[config.mk]
export PLATFORM = sky130hd
export DESIGN_NAME = sa_wave_scheduler_flat
export DESIGN_NICKNAME = d
export VERILOG_FILES = /design/src/rtl/sa_wave_scheduler_pkg.sv /design/src/rtl/sa_wave_scheduler_if.sv /design/src/rtl/sa_wave_scheduler_diag_mask.sv /design/src/rtl/sa_wave_scheduler.sv /design/src/flat_wrapper.sv
export SDC_FILE = /design/constraint.sdc
export NUM_CORES = 1
export LEC_CHECK = 0
export ABC_AREA = 1
export ABC_CLOCK_PERIOD_IN_PS = 8700
export CORE_ASPECT_RATIO = 1.1
export CORE_UTILIZATION = 50
export DETAILED_ROUTE_END_ITERATION = 16
export PLACE_DENSITY_LB_ADDON = 0.05
export SLEW_MARGIN = 20
export SYNTH_ARGS = -nofsm -noshare
export SYNTH_HDL_FRONTEND = slang
export SYNTH_SLANG_ARGS = --single-unit
[constraint.sdc]
create_clock -name clk -period 8.7 [get_ports clk]
set_input_delay 1.74 -clock clk [delete_from_list [all_inputs] [get_ports clk]]
set_output_delay 1.74 -clock clk [all_outputs]
set_load 0.02 [all_outputs]
[src/rtl/sa_wave_scheduler_pkg.sv]
// sa_wave_scheduler_pkg: shared constants, widths and FSM state type for the wave scheduler
package sa_wave_scheduler_pkg;
  localparam int SA_N = 10;
  localparam int MAX_M = 32;
  localparam int RD_LAT = 1;
  localparam int AW = $clog2(MAX_M);
  localparam int WAW = $clog2(SA_N);
  localparam int MW = $clog2(MAX_M + 1);
  function automatic int t_width(input int n, input int max_m, input int rd_lat);
    return $clog2(rd_lat + max_m + 2 * n - 1);
  endfunction
  localparam int TW = t_width(SA_N, MAX_M, RD_LAT);
  typedef enum logic [2:0] {IDLE, LOAD_W, STREAM, DRAIN, DONE} state_t;
endpackage

[src/rtl/sa_wave_scheduler_if.sv]
// sa_wave_scheduler_if: job control plus buffer/array strobes of the wave scheduler
interface sa_wave_scheduler_if;
  import sa_wave_scheduler_pkg::*;
  logic start;
  logic abort;
  logic [MW-1:0] cfg_m;
  logic busy;
  logic done;
  logic err;
  logic wbuf_rd_en;
  logic [WAW-1:0] wbuf_rd_addr;
  logic w_ld_en;
  logic [WAW-1:0] w_ld_row;
  logic abuf_rd_en;
  logic [AW-1:0] abuf_rd_addr;
  logic [SA_N-1:0] inj_en;
  logic [SA_N-1:0] cap_en;
  logic [AW-1:0] cap_idx;
  modport master(
    output start, abort, cfg_m,
    input busy, done, err, wbuf_rd_en, wbuf_rd_addr, w_ld_en, w_ld_row,
    input abuf_rd_en, abuf_rd_addr, inj_en, cap_en, cap_idx
  );
  modport slave(
    input start, abort, cfg_m,
    output busy, done, err, wbuf_rd_en, wbuf_rd_addr, w_ld_en, w_ld_row,
    output abuf_rd_en, abuf_rd_addr, inj_en, cap_en, cap_idx
  );
endinterface

[src/rtl/sa_wave_scheduler_diag_mask.sv]
// sa_wave_scheduler_diag_mask: bit b set when 0 <= t-offset-b < m (diagonal wavefront window)
module sa_wave_scheduler_diag_mask #(
  parameter int N = 10,
  parameter int TW = 6,
  parameter int MW = 6
) (
  input  logic [TW-1:0] t,
  input  logic [TW-1:0] offset,
  input  logic [MW-1:0] m,
  output logic [N-1:0]  mask
);
  always_comb begin
    mask = '0;
    for (int b = 0; b < N; b++)
      mask[b] = (int'(t) - int'(offset) - b >= 0) && (int'(t) - int'(offset) - b < int'(m));
  end
endmodule

[src/rtl/sa_wave_scheduler.sv]
// sa_wave_scheduler: job FSM sequencing weight load, skewed activation stream and psum capture
module sa_wave_scheduler
  import sa_wave_scheduler_pkg::*;
(
  input logic clk,
  input logic rst_n,
  sa_wave_scheduler_if.slave bus
);
  localparam logic [TW-1:0] ONE = TW'(1);
  localparam logic [TW-1:0] T_OFF = TW'(RD_LAT + 2 * SA_N - 2);
  localparam logic [TW-1:0] INJ_OFF = TW'(RD_LAT);
  localparam logic [TW-1:0] CAP_OFF = TW'(RD_LAT + SA_N);
  localparam logic [TW-1:0] LAST_ROW = TW'(SA_N - 1);
  state_t state, nxt_state;
  logic [TW-1:0] t, nxt_t, t_last;
  logic [MW-1:0] m, nxt_m;
  logic cfg_ok, kill, strm;
  logic [SA_N-1:0] inj_m, cap_m;
  logic [RD_LAT-1:0] ld_en;
  logic [WAW-1:0] ld_row [RD_LAT];
  assign cfg_ok = bus.cfg_m != '0 && bus.cfg_m <= MW'(MAX_M);
  assign t_last = TW'(m) + T_OFF;
  assign kill = bus.abort && (state == LOAD_W || state == STREAM || state == DRAIN);
  assign strm = nxt_state == STREAM || nxt_state == DRAIN;
  assign bus.w_ld_en = ld_en[RD_LAT-1];
  assign bus.w_ld_row = ld_row[RD_LAT-1];
  // LOAD_W reuses t as the row counter; STREAM/DRAIN count t from 0
  always_comb begin
    nxt_state = state;
    nxt_t = t;
    nxt_m = m;
    case (state)
      IDLE: if (bus.start && cfg_ok) begin
        nxt_state = LOAD_W;
        nxt_t = '0;
        nxt_m = bus.cfg_m;
      end
      LOAD_W: begin
        nxt_state = t == LAST_ROW ? STREAM : LOAD_W;
        nxt_t = t == LAST_ROW ? '0 : t + ONE;
      end
      STREAM, DRAIN: begin
        nxt_state = t == t_last ? DONE : (t + ONE >= TW'(m) ? DRAIN : STREAM);
        nxt_t = t + ONE;
      end
      default: nxt_state = IDLE;
    endcase
    if (kill) begin
      nxt_state = IDLE;
      nxt_t = '0;
    end
  end
  sa_wave_scheduler_diag_mask #(.N(SA_N), .TW(TW), .MW(MW)) u_inj (
    .t(nxt_t), .offset(INJ_OFF), .m(nxt_m), .mask(inj_m)
  );
  sa_wave_scheduler_diag_mask #(.N(SA_N), .TW(TW), .MW(MW)) u_cap (
    .t(nxt_t), .offset(CAP_OFF), .m(nxt_m), .mask(cap_m)
  );
  // outputs are registered from next-state values so they line up with the state they describe
  always_ff @(posedge clk) begin
    if (!rst_n) begin
      state <= IDLE;
      t <= '0;
      m <= '0;
      bus.busy <= 1'b0;
      bus.done <= 1'b0;
      bus.err <= 1'b0;
      bus.wbuf_rd_en <= 1'b0;
      bus.wbuf_rd_addr <= '0;
      bus.abuf_rd_en <= 1'b0;
      bus.abuf_rd_addr <= '0;
      bus.inj_en <= '0;
      bus.cap_en <= '0;
      bus.cap_idx <= '0;
      ld_en <= '0;
      for (int i = 0; i < RD_LAT; i++) ld_row[i] <= '0;
    end else begin
      state <= nxt_state;
      t <= nxt_t;
      m <= nxt_m;
      bus.busy <= nxt_state != IDLE;
      bus.done <= nxt_state == DONE;
      bus.err <= state == IDLE && bus.start && !cfg_ok;
      bus.wbuf_rd_en <= nxt_state == LOAD_W;
      bus.wbuf_rd_addr <= nxt_state == LOAD_W ? WAW'(nxt_t) : '0;
      bus.abuf_rd_en <= nxt_state == STREAM;
      bus.abuf_rd_addr <= nxt_state == STREAM ? AW'(nxt_t) : '0;
      bus.inj_en <= strm ? inj_m : '0;
      bus.cap_en <= strm ? cap_m : '0;
      bus.cap_idx <= strm && cap_m[0] ? AW'(nxt_t - CAP_OFF) : '0;
      ld_en[0] <= bus.wbuf_rd_en && !kill;
      ld_row[0] <= kill ? '0 : bus.wbuf_rd_addr;
      for (int i = 1; i < RD_LAT; i++) begin
        ld_en[i] <= ld_en[i-1] && !kill;
        ld_row[i] <= kill ? '0 : ld_row[i-1];
      end
    end
  end
endmodule

[src/flat_wrapper.sv]
// flat-port wrapper written by rule: the top's interface ports become plain ports
module sa_wave_scheduler_flat import sa_wave_scheduler_pkg::*;
  (clk, rst_n, bus_start, bus_abort, bus_cfg_m, bus_busy, bus_done, bus_err, bus_wbuf_rd_en, bus_wbuf_rd_addr, bus_w_ld_en, bus_w_ld_row, bus_abuf_rd_en, bus_abuf_rd_addr, bus_inj_en, bus_cap_en, bus_cap_idx);
  sa_wave_scheduler_if bus_i ();
  input logic clk;
  input logic rst_n;
  input wire logic [$bits(bus_i.start)-1:0] bus_start;
  input wire logic [$bits(bus_i.abort)-1:0] bus_abort;
  input wire logic [$bits(bus_i.cfg_m)-1:0] bus_cfg_m;
  output wire logic [$bits(bus_i.busy)-1:0] bus_busy;
  output wire logic [$bits(bus_i.done)-1:0] bus_done;
  output wire logic [$bits(bus_i.err)-1:0] bus_err;
  output wire logic [$bits(bus_i.wbuf_rd_en)-1:0] bus_wbuf_rd_en;
  output wire logic [$bits(bus_i.wbuf_rd_addr)-1:0] bus_wbuf_rd_addr;
  output wire logic [$bits(bus_i.w_ld_en)-1:0] bus_w_ld_en;
  output wire logic [$bits(bus_i.w_ld_row)-1:0] bus_w_ld_row;
  output wire logic [$bits(bus_i.abuf_rd_en)-1:0] bus_abuf_rd_en;
  output wire logic [$bits(bus_i.abuf_rd_addr)-1:0] bus_abuf_rd_addr;
  output wire logic [$bits(bus_i.inj_en)-1:0] bus_inj_en;
  output wire logic [$bits(bus_i.cap_en)-1:0] bus_cap_en;
  output wire logic [$bits(bus_i.cap_idx)-1:0] bus_cap_idx;
  assign bus_i.start = bus_start;
  assign bus_i.abort = bus_abort;
  assign bus_i.cfg_m = bus_cfg_m;
  assign bus_busy = bus_i.busy;
  assign bus_done = bus_i.done;
  assign bus_err = bus_i.err;
  assign bus_wbuf_rd_en = bus_i.wbuf_rd_en;
  assign bus_wbuf_rd_addr = bus_i.wbuf_rd_addr;
  assign bus_w_ld_en = bus_i.w_ld_en;
  assign bus_w_ld_row = bus_i.w_ld_row;
  assign bus_abuf_rd_en = bus_i.abuf_rd_en;
  assign bus_abuf_rd_addr = bus_i.abuf_rd_addr;
  assign bus_inj_en = bus_i.inj_en;
  assign bus_cap_en = bus_i.cap_en;
  assign bus_cap_idx = bus_i.cap_idx;
  sa_wave_scheduler u_core (.clk(clk), .rst_n(rst_n), .bus(bus_i));
endmodule
Yosys cells after proc, flatten, opt, wreduce, memory -nomap -nowiden
Memories as Yosys holds them, arrays and structs flattened.
Cells that the tools add are included.
{"block": "totals", "register_bits": 55, "ram_bits": 4, "input_bits": 10, "wordCells": 147, "memories": 1}
{"block": "op_classes", "addsub": 23, "magnitude_cmp": 42, "eq_ne": 9, "n_mux": 17, "reduce_logical": 41}
{"memory": "u_core.ld_row", "words": 1, "width": 4, "rd": 1, "rd_clocked_by_memory_dff": 0, "write_ports": 1, "line_no": "sa_wave_scheduler.sv:20", "rtl": "logic [WAW-1:0] ld_row [RD_LAT];"}
{"cell": "$ge 32x1->1 const B", "count": 20}
{"cell": "$lt 32x7->1", "count": 20}
{"cell": "$sub 32x4->32 const B", "count": 8}
{"cell": "$sub 32x3->32 const B", "count": 4}
{"cell": "$sub 32x5->32 const B", "count": 4}
{"cell": "$sub 32x2->32 const B", "count": 2}
{"cell": "$mux 6", "count": 5}
{"cell": "$logic_and 1x1->1", "count": 27}
{"cell": "$pmux 6 s3", "count": 1}
{"cell": "$eq 3x2->1 const B", "count": 4}
{"cell": "$mux 3", "count": 3}
{"cell": "$pmux 3 s3", "count": 1}
{"cell": "$mux 4", "count": 2}
{"cell": "$reduce_and 2->1", "count": 4}
{"cell": "$sub 6x1->7 const B", "count": 1}
{"cell": "$sub 6x4->7 const B", "count": 1}
{"cell": "$add 6x1->6 const B", "count": 1}
{"cell": "$add 6x5->6 const B", "count": 1}
{"cell": "$eq 3x1->1 const B", "count": 2}
{"cell": "$eq 6x4->1 const B", "count": 1}
{"cell": "$eq 6x6->1", "count": 1}
{"cell": "$ge 6x6->1", "count": 1}
{"cell": "$le 6x6->1 const B", "count": 1}
{"cell": "$reduce_bool 6->1", "count": 1}
{"cell": "10 further kinds", "count": 16}

Longest topological paths before layout
{"block": "logic_depth", "ltp_word": 11, "depth_mapped": 34}

Cells and area by module
Synthesis repeated with hierarchy kept, for this count alone.
{"block": "hier_totals", "cells_unflattened": 1523, "area_unflattened_um2": 10477.5}
{"mod": "sa_wave_scheduler_diag_mask", "n_inst": 2, "cells_per_inst": 587, "area_per_inst_um2": 3931.3, "seq_area_each_um2": 0.0}
{"mod": "sa_wave_scheduler", "n_inst": 1, "cells_per_inst": 349, "area_per_inst_um2": 2615.0, "seq_area_each_um2": 1181.1}

Least setup slack after synthesis
OpenSTA, ideal clock, no wires.
{"block": "synth_timing", "path_kind": "input -> register", "startpoint": "input bus_cfg_m[2]", "endpoint": "register u_core.bus.cap_en[1]", "setup_time_ns": 0.070, "arrival_ns": 6.632, "t_required_ns": 8.630, "path_slack_ns": 1.998, "path_stages": 26, "path_buffers": 1, "cell_sequence": "nor2_1 -> nand3_1 -> nand2_1 -> nand3_1 -> nand2_1 -> nand2_1 -> nand2_2 -> inv_1 -> buf_2 -> ha_1 -> inv_1 -> nand2_1 -> nand2_1 -> nand2_1 -> nor2_1 -> clkinv_1 -> ha_1 -> o21ai_0 -> ha_1 -> a2111oi_0 -> nand3_1 -> nor2_1 -> o21ai_0 -> inv_1 -> nand2_1 -> a21oi_1"}
{"block": "synth_via", "elab_chain_cells": 10, "elab_cells_between_ends": 21, "classes_between": "add/sub: 2; order compare: 3; eq/ne: 2; mux: 8; reduce/logical: 6"}
{"element": "start, declared", "line_no": "flat_wrapper.sv:9", "rtl": "input wire logic [$bits(bus_i.cfg_m)-1:0] bus_cfg_m;"}
{"element": "$le 6x6->1 or $reduce_bool 6->1 (tied branches)", "line_no": "sa_wave_scheduler.sv:21", "rtl": "assign cfg_ok = bus.cfg_m != '0 && bus.cfg_m <= MW'(MAX_M);"}
{"element": "$logic_and 1x1->1 *", "line_no": "sa_wave_scheduler.sv:21"}
{"element": "$logic_and 1x1->1 *", "line_no": "sa_wave_scheduler.sv:33", "rtl": "IDLE: if (bus.start && cfg_ok) begin"}
{"element": "$mux 6 *", "line_no": "sa_wave_scheduler.sv:33"}
{"element": "$pmux 6 s3 *", "line_no": "sa_wave_scheduler.sv:32", "rtl": "case (state)"}
{"element": "$mux 6 *", "line_no": "sa_wave_scheduler.sv:48", "rtl": "if (kill) begin"}
{"element": "net u_core.nxt_t[0]", "line_no": "sa_wave_scheduler.sv:15", "rtl": "logic [TW-1:0] t, nxt_t, t_last;"}
{"element": "$sub 6x4->7 *", "line_no": "sa_wave_scheduler_diag_mask.sv:15", "rtl": "mask[b] = (int'(t) - int'(offset) - b >= 0) && (int'(t) - int'(offset) - b < int'(m));"}
{"element": "$sub 32x2->32 *", "line_no": "sa_wave_scheduler_diag_mask.sv:15"}
{"element": "$ge 32x1->1 or $lt 32x7->1 (tied branches)", "line_no": "sa_wave_scheduler_diag_mask.sv:15"}
{"element": "$logic_and 1x1->1 *", "line_no": "sa_wave_scheduler_diag_mask.sv:15"}
{"element": "end signal, assigned", "line_no": "sa_wave_scheduler.sv:89", "rtl": "bus.cap_en <= strm ? cap_m : '0;"}
{"element": "end, declared", "line_no": "sa_wave_scheduler_if.sv:27", "rtl": "output abuf_rd_en, abuf_rd_addr, inj_en, cap_en, cap_idx"}
Mark *: on every way through the listed nets, which the timed path passes. The rest lies on a longest branch.
A chain may end at the register's enable or synchronous reset.

Final worst setup path
{"block": "layout_timing", "startpoint": "input bus_cfg_m[3]", "endpoint": "register u_core.bus.cap_en[1]"}
{"block": "layout_via", "elab_chain_cells": 10, "elab_cells_between_ends": 21, "classes_between": "add/sub: 2; order compare: 3; eq/ne: 2; mux: 8; reduce/logical: 6"}
{"element": "$le 6x6->1 or $reduce_bool 6->1 (tied branches)", "line_no": "sa_wave_scheduler.sv:21"}
{"element": "$logic_and 1x1->1", "line_no": "sa_wave_scheduler.sv:21"}
{"element": "$logic_and 1x1->1", "line_no": "sa_wave_scheduler.sv:33"}
{"element": "$mux 6", "line_no": "sa_wave_scheduler.sv:33"}
{"element": "$pmux 6 s3", "line_no": "sa_wave_scheduler.sv:32"}
{"element": "$mux 6", "line_no": "sa_wave_scheduler.sv:48"}
{"element": "$sub 6x4->7", "line_no": "sa_wave_scheduler_diag_mask.sv:15"}
{"element": "$sub 32x2->32", "line_no": "sa_wave_scheduler_diag_mask.sv:15"}
{"element": "$ge 32x1->1 or $lt 32x7->1 (tied branches)", "line_no": "sa_wave_scheduler_diag_mask.sv:15"}
{"element": "$logic_and 1x1->1", "line_no": "sa_wave_scheduler_diag_mask.sv:15"}
Several ways; a longest one is shown, not always the timed one.

==> impl_metrics.py <==
metrics = {
    "layout": {
        "area_growth_pct": 11.07,
        "layout.nets": 1649,
        "insertedDiodeCount": 0,
        "filler_cell_count": 1812,
        "cell_area_after_layout_um2": 10460,
        "ff_latch_area_um2": 1181,
        "most-common-layout-cells": "nand2_1 (310), ha_1 (265), inv_1 (150)",
        "multiInputGateArea_um2": 7463,
        "layout_commonest_cell": "nand2_1",
        "post_route_cells_drive_above_1_share_pct": 7.977,
    },
    "die": {
        "core_region_area_um2": 18410,
        "initial_utilization_pct": 51.13,
        "dieWidth_um": 132.8,
        "placement_rows": 52,
        "dieArea_um2": 19380,
        "die_h_um": 145.9,
        "io_pins": 54,
    },
    "run_status": {
        "status": "complete, no violations",
    },
    "worst_setup_path": {
        "critPathMaxFanout": 21,
        "crit_required_ps": 8980,
        "endpoint_kind": "flop",
        "cp_data_arrival_time_ps": 7300,
        "cp_num_cells": 27,
        "critPathLaunchType": "input pin",
        "critPathTopFamily": "simple AND/OR/NAND/NOR gates",
        "r2r_end": "u_core.bus.cap_en[1]",
        "cp_slowest_cell": "inv_1",
        "crit_start": "bus_cfg_m[3]",
        "worst-setup-path-type": "in -> reg",
        "biggest_cell_delay_along_the_critical_path_ps": 570,
        "rr_worst_depth": 29,
        "cp_common_cell": "nand2_1",
        "critical_path_buf_inv_count": 5,
        "worst_r2r_startpoint": "u_core.t[1]",
        "regToRegSetupSlack_ps": 2910,
        "endpoint": "u_core.bus.cap_en[1]",
    },
    "logic_synthesis": {
        "synth_area_leader_cell": "ha_1",
        "net_count_synth": 1595,
        "ys_async_sr_fraction_pct": 0,
        "synth_edf_count": 0,
        "number_of_instances_in_the_synthesized_netlist": 1320,
        "synth-warning-count": 0,
        "synth_largest_type_area_fraction_pct": 35.22,
        "yosysSeqAreaShare_pct": 12.55,
        "syn_area_um2": 9414,
        "postSynth.topFlopCell": "dfxtp_1",
        "synth.avg_cell_area_um2": 7.132,
        "synth.area.top_cells": "ha_1 (35%), dfxtp_1 (13%), nand2_1 (12%)",
        "distinct_cell_type_count_of_the_synthesized_netlist": 51,
        "ys_ff_latch": 59,
    },
    "timing": {
        "slew-limit-headroom_pct": 52.84,
        "period_needed_ps": 7015,
        "max_freq_mhz": 142.6,
        "finalClockSkew_ps": 11.16,
        "number_of_hold_violations_in_the_final_report": 0,
        "fin_tns_setup_ps": 0,
        "fin_crit_sh_pct": 80.63,
        "slew_violations": 0,
        "worst_pin_slew_ps": 707.4,
        "holdWs_ps": 426.2,
        "postLayoutSetupSlackWorst_ps": 1685,
        "timing.final.setup_violations": 0,
        "rsz0062_at_grt": "no",
    },
    "clock_network": {
        "total_cts_buffers": 9,
        "hold_buffers": 0,
        "clkTransAtPathRegs_ps": 60,
        "cts_resized": 0,
        "post-cts-setup-buffers": 0,
        "clock_path_buffers": 2,
        "clock-root-buffer": "clkbuf_16",
        "clock_insertion_delay_at_the_later_pin_of_the_skew_report_ps": 340,
        "tritoncts": "built",
        "cts.htree.levels": 3,
        "clock_sinks": 59,
    },
    "placed_design": {
        "dpl_worst_slack_ps": 1465,
        "post-dp-hpwl_mm": 18.41,
        "gp_congestion": 0.8800,
        "portBuffers": 53,
        "detailed_place.area_um2": 10190,
    },
    "detailed_routing": {
        "route.detailed.wl_per_inst_um": 14.89,
        "num_vias": 8605,
        "drc": 0,
        "routed_wirelength_mm": 24.15,
        "detailedRoute.firstPassIterationCount": 5,
        "drt_iter0_markers": 469,
        "vias_per_cell": 5.305,
        "antenna_violating_nets_post_route": 0,
    },
    "global_routing": {
        "gr-usage-all-layers_pct": 25.91,
        "via_count_of_the_first_global_routing_pass": 8019,
        "number_of_antenna_violations_at_the_first_check_in_global_routing": 0,
        "grt_start_max_net_pins": 64,
        "globalRouteOverflowTotal": 0,
        "wire_length_of_the_first_global_routing_pass_mm": 40.05,
    },
    "min_path": {
        "hold_class": "reg -> reg",
        "hold_path_depth": 2,
    },
    "power": {
        "total_leakage_power_nw": 4.775,
        "power.total_mw": 1.097,
        "power_per_unit_of_standard_cell_area_nw_per_um2": 104.9,
        "worst_ir_drop_vdd_mv": 0.09655,
    },
    "job": {
        "cap_violations": 0,
    },
}
## synthesized netlist by cell type (16+ instances only)
master     n
a21oi_1   45
dfxtp_1   59
ha_1     265
inv_1    150
nand2_1  310
nand3_1   59
nand4_1   30
nor2_1   116
nor3_1    16
o21ai_0   51
xor2_1    31
## sequential cells by signal, indices dropped and copies added (netlist names)
name and cells:
u_core.bus.abuf_rd_en 1, u_core.bus.wbuf_rd_en 1, u_core.bus.inj_en 10, u_core.state 3, u_core.ld_row 4, u_core.bus.done 1
u_core.m 6, u_core.bus.abuf_rd_addr 5, u_core.bus.err 1, u_core.bus.busy 1, u_core.t 6, u_core.bus.cap_en 10
u_core.bus.w_ld_en 1, u_core.bus.cap_idx 5, u_core.bus.wbuf_rd_addr 4
## power by group
part / internal [mW] / switching, mW
clock network: 0.191 / 0.142
logic: 0.171 / 0.315
registers: 0.275 / 0.00272
## cell type report
cell class                 count  area share (%)
sequential                    59           11.30
timing repair buffer          63           5.792
clock inverter                 5          0.2872
inverter                     168           6.115
multi-input combinational   1073           71.38
clock buffer                  11           2.226
tap                          243           2.908
## layer usage
| metal | up-vias | track usage (%) | wire length [um] |
|---|---|---|---|
| li1 | 4529 | - | - |
| met1 | 3867 | 35.14 | 12010 |
| met2 | 173 | 41.81 | 10630 |
| met3 | 36 | 3.448 | 991 |
| met4 | 0 | 9.023 | 517 |
| met5 | - | 0 | 0 |
## metrics by stage
stage / utilization, % / instances
2_1_floorplan: - / 1320
3_3_place_gp: 55.36 / 1606
3_5_place_dp: 55.36 / 1606
4_1_cts: 56.79 / 1622
5_1_grt: 56.79 / 1622
6_report: 56.79 / 1622
## worst min path at each step
| stage | from | endpoint | slack (ps) |
|---|---|---|---|
| floorplan | u_core.bus.wbuf_rd_en | u_core.bus.w_ld_en | 510 |
| global placement | u_core.bus.wbuf_rd_en | u_core.bus.w_ld_en | 420 |
| detailed placement | u_core.bus.wbuf_rd_en | u_core.bus.w_ld_en | 420 |
| CTS | u_core.bus.wbuf_rd_en | u_core.bus.w_ld_en | 430 |
| global route | u_core.bus.wbuf_rd_en | u_core.bus.w_ld_en | 430 |
| finish | u_core.bus.wbuf_rd_en | u_core.bus.w_ld_en | 430 |
## cells by family (layout without fill, tap and decap cells)
kind of cell,count (synthesis),in the layout,synth area share (%)
buf+inv,188,247,8.293
flops,59,59,12.55
xor+xnor,37,37,3.522
fa+ha+maj,265,265,35.22
compound gates,142,142,8.892
simple gates,629,629,31.53
## worst reg2reg max path, delay by kind of cell (launching register included)
family | cells | cell delay, ps
simple gates | 15 | 2380
fa+ha+maj | 4 | 1120
buf+inv | 6 | 1030
compound gates | 4 | 760
flops | 1 | 440
(Power assumes the default switching activity.)
